<file path="config.mk">
export PLATFORM = sky130hd
export DESIGN_NAME = instr_fetch_unit
export DESIGN_NICKNAME = d
export VERILOG_FILES = /design/src/rtl/ifu_pkg.sv /design/src/rtl/ifu_pc_reg.sv /design/src/rtl/instr_fetch_unit.sv
export SDC_FILE = /design/constraint.sdc
export NUM_CORES = 1
export LEC_CHECK = 0
export CAP_MARGIN = 20
export CELL_PAD_IN_SITES_DETAIL_PLACEMENT = 1
export CELL_PAD_IN_SITES_GLOBAL_PLACEMENT = 1
export CORE_MARGIN = 10
export CORE_UTILIZATION = 30
export DETAILED_ROUTE_END_ITERATION = 8
export HOLD_SLACK_MARGIN = 0.03
export PLACE_DENSITY_LB_ADDON = 0.12
export SLEW_MARGIN = 20
export SYNTH_ARGS = -nofsm -noshare
export SYNTH_HDL_FRONTEND = slang
export SYNTH_SLANG_ARGS = --single-unit
</file>
<file path="constraint.sdc">
create_clock -name clk -period 4.17 [get_ports clk]
set_input_delay 0.6255 -clock clk [delete_from_list [all_inputs] [get_ports clk]]
set_output_delay 0.6255 -clock clk [all_outputs]
set_load 0.05 [all_outputs]
</file>
<file path="src/rtl/ifu_pkg.sv">
// Shared types and constants for the instruction fetch unit.
// Optional fetch timeout is enabled with the IFU_TIMEOUT_EN macro (see instr_fetch_unit).
package ifu_pkg;

  localparam int unsigned INSTR_W  = 16;
  localparam int unsigned OFFSET_W = 10;

  localparam logic [INSTR_W-1:0] NOP = 16'h0000;

  typedef enum logic [1:0] {
    ST_RESET = 2'd0,
    ST_FETCH = 2'd1,
    ST_HOLD  = 2'd2,
    ST_ERR   = 2'd3
  } ifu_state_e;

endpackage

</file>
<file path="src/rtl/ifu_pc_reg.sv">
// Program counter register with next-PC selection: sign-extended branch offset,
// sequential +2, or hold; arithmetic wraps modulo 2^ADDR_W and bit 0 is kept clear.
module ifu_pc_reg
  import ifu_pkg::*;
#(
  parameter int unsigned       ADDR_W   = 16,
  parameter logic [ADDR_W-1:0] RESET_PC = '0
) (
  input  logic                clk,
  input  logic                rst,
  input  logic                load,
  input  logic                branch_en,
  input  logic                en_pc_2,
  input  logic [OFFSET_W-1:0] pc_offset,
  output logic [ADDR_W-1:0]   pc
);

  logic [ADDR_W-1:0] pc_q, pc_d;
  logic [ADDR_W-1:0] step;

  always_comb begin
    step = '0;
    if (branch_en) begin
      // Word offset -> byte offset: sign-extend then append a zero LSB.
      step = {{(ADDR_W-OFFSET_W-1){pc_offset[OFFSET_W-1]}}, pc_offset, 1'b0};
    end else if (en_pc_2) begin
      step = ADDR_W'(2);
    end

    pc_d = pc_q;
    if (load) begin
      pc_d = pc_q + step;
    end
    pc_d[0] = 1'b0;
  end

  always_ff @(posedge clk) begin
    if (rst) begin
      pc_q <= {RESET_PC[ADDR_W-1:1], 1'b0};
    end else begin
      pc_q <= pc_d;
    end
  end

  assign pc = pc_q;

endmodule

</file>
<file path="src/rtl/instr_fetch_unit.sv">
// Instruction fetch stage: FSM, instruction register, inst_load pulse and PC control.
// Define IFU_TIMEOUT_EN to enable the fetch timeout counter, fetch_err flag and ERR state.
module instr_fetch_unit
  import ifu_pkg::*;
#(
  parameter int unsigned       ADDR_W         = 16,
  parameter logic [ADDR_W-1:0] RESET_PC       = '0,
  parameter int unsigned       TIMEOUT_CYCLES = 15
) (
  input  logic                clk,
  input  logic                rst,
  input  logic                pc_inc,
  input  logic                en_pc_2,
  input  logic                branch_en,
  input  logic [OFFSET_W-1:0] pc_offset,
  output logic                imem_req,
  output logic [ADDR_W-1:0]   imem_addr,
  input  logic [INSTR_W-1:0]  imem_rdata,
  input  logic                imem_ack,
  output logic [INSTR_W-1:0]  instruction,
  output logic                inst_load,
  output logic [ADDR_W-1:0]   pc,
  output logic [1:0]          ifu_state,
  output logic                fetch_err
);

  ifu_state_e         state_q, state_d;
  logic [INSTR_W-1:0] instr_q, instr_d;
  logic               inst_load_q, inst_load_d;
  logic               pc_load;

`ifdef IFU_TIMEOUT_EN
  localparam int unsigned CNT_W = $clog2(TIMEOUT_CYCLES + 1);

  logic [CNT_W-1:0] tmo_cnt_q, tmo_cnt_d;
  logic             err_q, err_d;
`endif

  always_comb begin
    state_d     = state_q;
    instr_d     = instr_q;
    inst_load_d = 1'b0;
    pc_load     = 1'b0;
`ifdef IFU_TIMEOUT_EN
    tmo_cnt_d   = tmo_cnt_q;
    err_d       = err_q;
`endif

    case (state_q)
      ST_RESET: begin
        state_d = ST_FETCH;
`ifdef IFU_TIMEOUT_EN
        tmo_cnt_d = '0;
`endif
      end
      ST_FETCH: begin
        if (imem_ack) begin
          instr_d     = imem_rdata;
          inst_load_d = 1'b1;
          state_d     = ST_HOLD;
        end
`ifdef IFU_TIMEOUT_EN
        else begin
          tmo_cnt_d = tmo_cnt_q + 1'b1;
          if (tmo_cnt_d == CNT_W'(TIMEOUT_CYCLES)) begin
            err_d   = 1'b1;
            state_d = ST_ERR;
          end
        end
`endif
      end
      ST_HOLD: begin
        if (pc_inc) begin
          pc_load = 1'b1;
          state_d = ST_FETCH;
`ifdef IFU_TIMEOUT_EN
          tmo_cnt_d = '0;
`endif
        end
      end
      default: begin
        // ERR is terminal; only rst leaves it.
        state_d = state_q;
      end
    endcase
  end

  always_ff @(posedge clk) begin
    if (rst) begin
      state_q     <= ST_RESET;
      instr_q     <= NOP;
      inst_load_q <= 1'b0;
`ifdef IFU_TIMEOUT_EN
      tmo_cnt_q   <= '0;
      err_q       <= 1'b0;
`endif
    end else begin
      state_q     <= state_d;
      instr_q     <= instr_d;
      inst_load_q <= inst_load_d;
`ifdef IFU_TIMEOUT_EN
      tmo_cnt_q   <= tmo_cnt_d;
      err_q       <= err_d;
`endif
    end
  end

  ifu_pc_reg #(
    .ADDR_W   (ADDR_W),
    .RESET_PC (RESET_PC)
  ) u_pc_reg (
    .clk       (clk),
    .rst       (rst),
    .load      (pc_load),
    .branch_en (branch_en),
    .en_pc_2   (en_pc_2),
    .pc_offset (pc_offset),
    .pc        (pc)
  );

  assign imem_req    = (state_q == ST_FETCH);
  assign imem_addr   = pc;
  assign instruction = instr_q;
  assign inst_load   = inst_load_q;
  assign ifu_state   = state_q;

`ifdef IFU_TIMEOUT_EN
  assign fetch_err = err_q;
`else
  assign fetch_err = 1'b0;
`endif

endmodule

</file>
==> metrics.txt <==
outcome finished, final reports clean; Final Max Tran Viols 0; PortBufs 81; post-DP HPWL 4810 um; Post-Syn Instances 230; r2r worst-path depth 8; fin crit share 85.0%; Hold Crit Depth 1; initial antenna violation count 0; Max Cap Violations 0; crit-path cells clkdlybuf4s50_1, mux2_2, ha_1, fa_1, a211oi_1, o21bai_1, o31ai_1, o21ai_0, a21boi_0, mux2_2; Root Buffer clkbuf_8; share of layout cells above drive strength 1 7.43%; synth-to-layout area growth 45.3%; # hold bufs at CTS 0; die footprint 10,300 sq um; Post-Route Utilization 45.3%; Overflow after GRT 0; CTS tree yes; Max FO, Critical Path 3; Sink Count 34; Startpoint Class input port; CTS HTree Levels 2; Antenna Nets Post-Route 0; RSZ-0062 raised after global routing no; initial core utilization 31.2%; vias in the first global route 2,047; synthesized flop and latch total 34; Post-Syn Area 2000 sq um; Worst Skew 0.00605 ns; post-synthesis sequential area ratio 34.0%; num rows 29; Leak 0.00113 uW; die height 102 um; post-CTS setup buffers 0; Hold WS 0.488 ns; # setup viols final 0; CP max stage delay 0.50 ns; Crit Path Class in -> reg; cells resized by post-CTS repair 0; Slew @ Worst Pin 0.729 ns; Tmin final 3.54 ns; pwr dens 314 nW/um^2; WL per Instance 17.1 um; most frequent cell on the critical path mux2_2; crit path max-delay cell type clkdlybuf4s50_1; via count 1,911; number of enable flip-flop cells after synthesis 0; clock latency on the worst-skew pair 0.30 ns; Routed WL 6390 um; Critical Path RT 4.36 ns; first-pass GRT wire length 10,500 um; routability cong. 0.835; Fillers 746; clock input transition at the sequential cells of the worst setup and hold paths 0.08 ns; Max-slew headroom 51.0%; CP Capture Type flip-flop; # diodes 0; Yosys cell types 49; I/O Pins 85; Via density 5.12; Hold Crit Class reg -> reg; drt drc 0; Post-synth top flop dfxtp_1; nets 337; Detailed Routing Iterations Pass 1 6; Die X-Extent 102 um; Avg Synthesized Cell Area 8.71 sq um; core area 6420 sq um; synth warn 0; maximum vdd ir drop 0.180 mV; largest net degree at the start of global routing 31; critical path data arrival time 3.73 ns; count of final hold-check violations 0; maximum clock rate 282 MHz; Max clock buf depth 2; setup TNS 0 ns; Total GRT Usage 12.7%; FFs w/ async S/R, synth 0%; 1st-iter DRT viols 48; CTS Buf Count 5
cells by family after synthesis:
group	share of synthesized area, %
other	0.187
buffers and inverters	9.56
XOR/XNOR	3.06
flip-flops	34.0
adder cells (fa/ha/maj)	7.12
AO/OA/AOI/OAI	21.7
AND/OR/NAND/NOR	21.2
multiplexers	3.19
metal layers:
metal	vias up	GRT usage, %	wire length (um)
met5	-	0	0
met4	0	3.96	67
met3	5	6.26	563
met2	47	20.7	3010
met1	916	14.3	2750
li1	943	-	-
per-stage QoR:
stage	instances	cell area [sq um]	power, uW	setup slack (ns)
after floorplan	232	2010	474	1.09
after global placement	365	2770	548	0.384
after detailed placement	365	2770	549	0.308
after CTS	373	2910	933	0.610
after global routing	373	2910	962	0.375
final	373	2910	915	0.628
synthesized netlist by cell type, types with 2 or more instances:
cell	count	area, sq um
nand4_1	3	18.8
nor4_1	2	12.5
and3_1	2	12.5
nor2b_1	5	31.3
dfxtp_1	34	681
o21ai_0	5	25.0
a31oi_1	5	31.3
xor2_1	2	17.5
a21oi_1	13	65.1
ha_1	9	113
o211ai_1	3	22.5
a21o_1	2	15.0
clkbuf_1	10	37.5
or4_1	2	15.0
o31ai_1	2	15.0
nand2_1	21	78.8
or3_1	3	18.8
mux2_2	3	33.8
nor2_1	14	52.6
a21boi_0	2	15.0
nor3_1	4	20.0
nor4b_1	2	17.5
nand3_1	3	15.0
o21bai_1	3	22.5
and2_1	8	50.1
buf_4	18	135
inv_1	4	15.0
mux2i_1	3	30.0
a22o_1	16	140
a211oi_1	3	22.5
xnor2_1	5	43.8
nand2b_1	2	12.5
cells in the final DEF (no fill, tap or decap), types with 4 or more instances in the layout:
cell,n
clkdlybuf4s50_1,81
dfxtp_1,34
nand2_1,21
a22o_1,16
a21oi_1,13
nor2_1,13
ha_1,9
and2_1,8
nor2b_1,5
o21ai_0,5
a31oi_1,5
xnor2_1,5
clkbuf_8,5
inv_1,4
nor3_1,4
buf_4,4
registers in the layout, indices dropped and copies added (netlist names):
register and count:
ifu_state 2, inst_load 1, instruction 16, u_pc_reg.pc 15
layout make-up:
type / count / area [sq um] / share of cell area, %
Tap cell: 77 / 96.3 / 3.31
Sequential cell: 34 / 681 / 23.4
Clock inverter: 3 / 68.8 / 2.36
Clock buffer: 5 / 68.8 / 2.36
Timing Repair Buffer: 85 / 841 / 28.9
Multi-Input combinational cell: 165 / 1140 / 39.2
Inverter: 4 / 15.0 / 0.516
path summary, 6_finish.rpt:
kind / startpoint / to / slack (ns)
setup / recovery: branch_en / u_pc_reg.pc[13]$_SDFFE_PP0P_ / 0.63
hold / removal: instruction[7]$_SDFFE_PP0P_ / instruction[7]$_SDFFE_PP0P_ / 0.49
setup reg to reg: u_pc_reg.pc[1]$_SDFFE_PP0P_ / u_pc_reg.pc[13]$_SDFFE_PP0P_ / 1.43
hold reg to reg: instruction[7]$_SDFFE_PP0P_ / instruction[7]$_SDFFE_PP0P_ / 0.49
worst max-delay path, delay by kind of cell:
family / cells / cell delay [ns]
multiplexers: 2 / 0.69
AO/OA/AOI/OAI: 5 / 1.29
adder cells (fa/ha/maj): 2 / 0.63
buffers and inverters: 1 / 0.50
power by group:
part | internal, uW | total (uW) | switching, uW
Sequential | 337 | 349 | 11.7
Combinational | 78.0 | 191 | 113
Clock | 240 | 376 | 136
Total | 655 | 915 | 261
No activity file was read; power rests on OpenSTA's default activity.
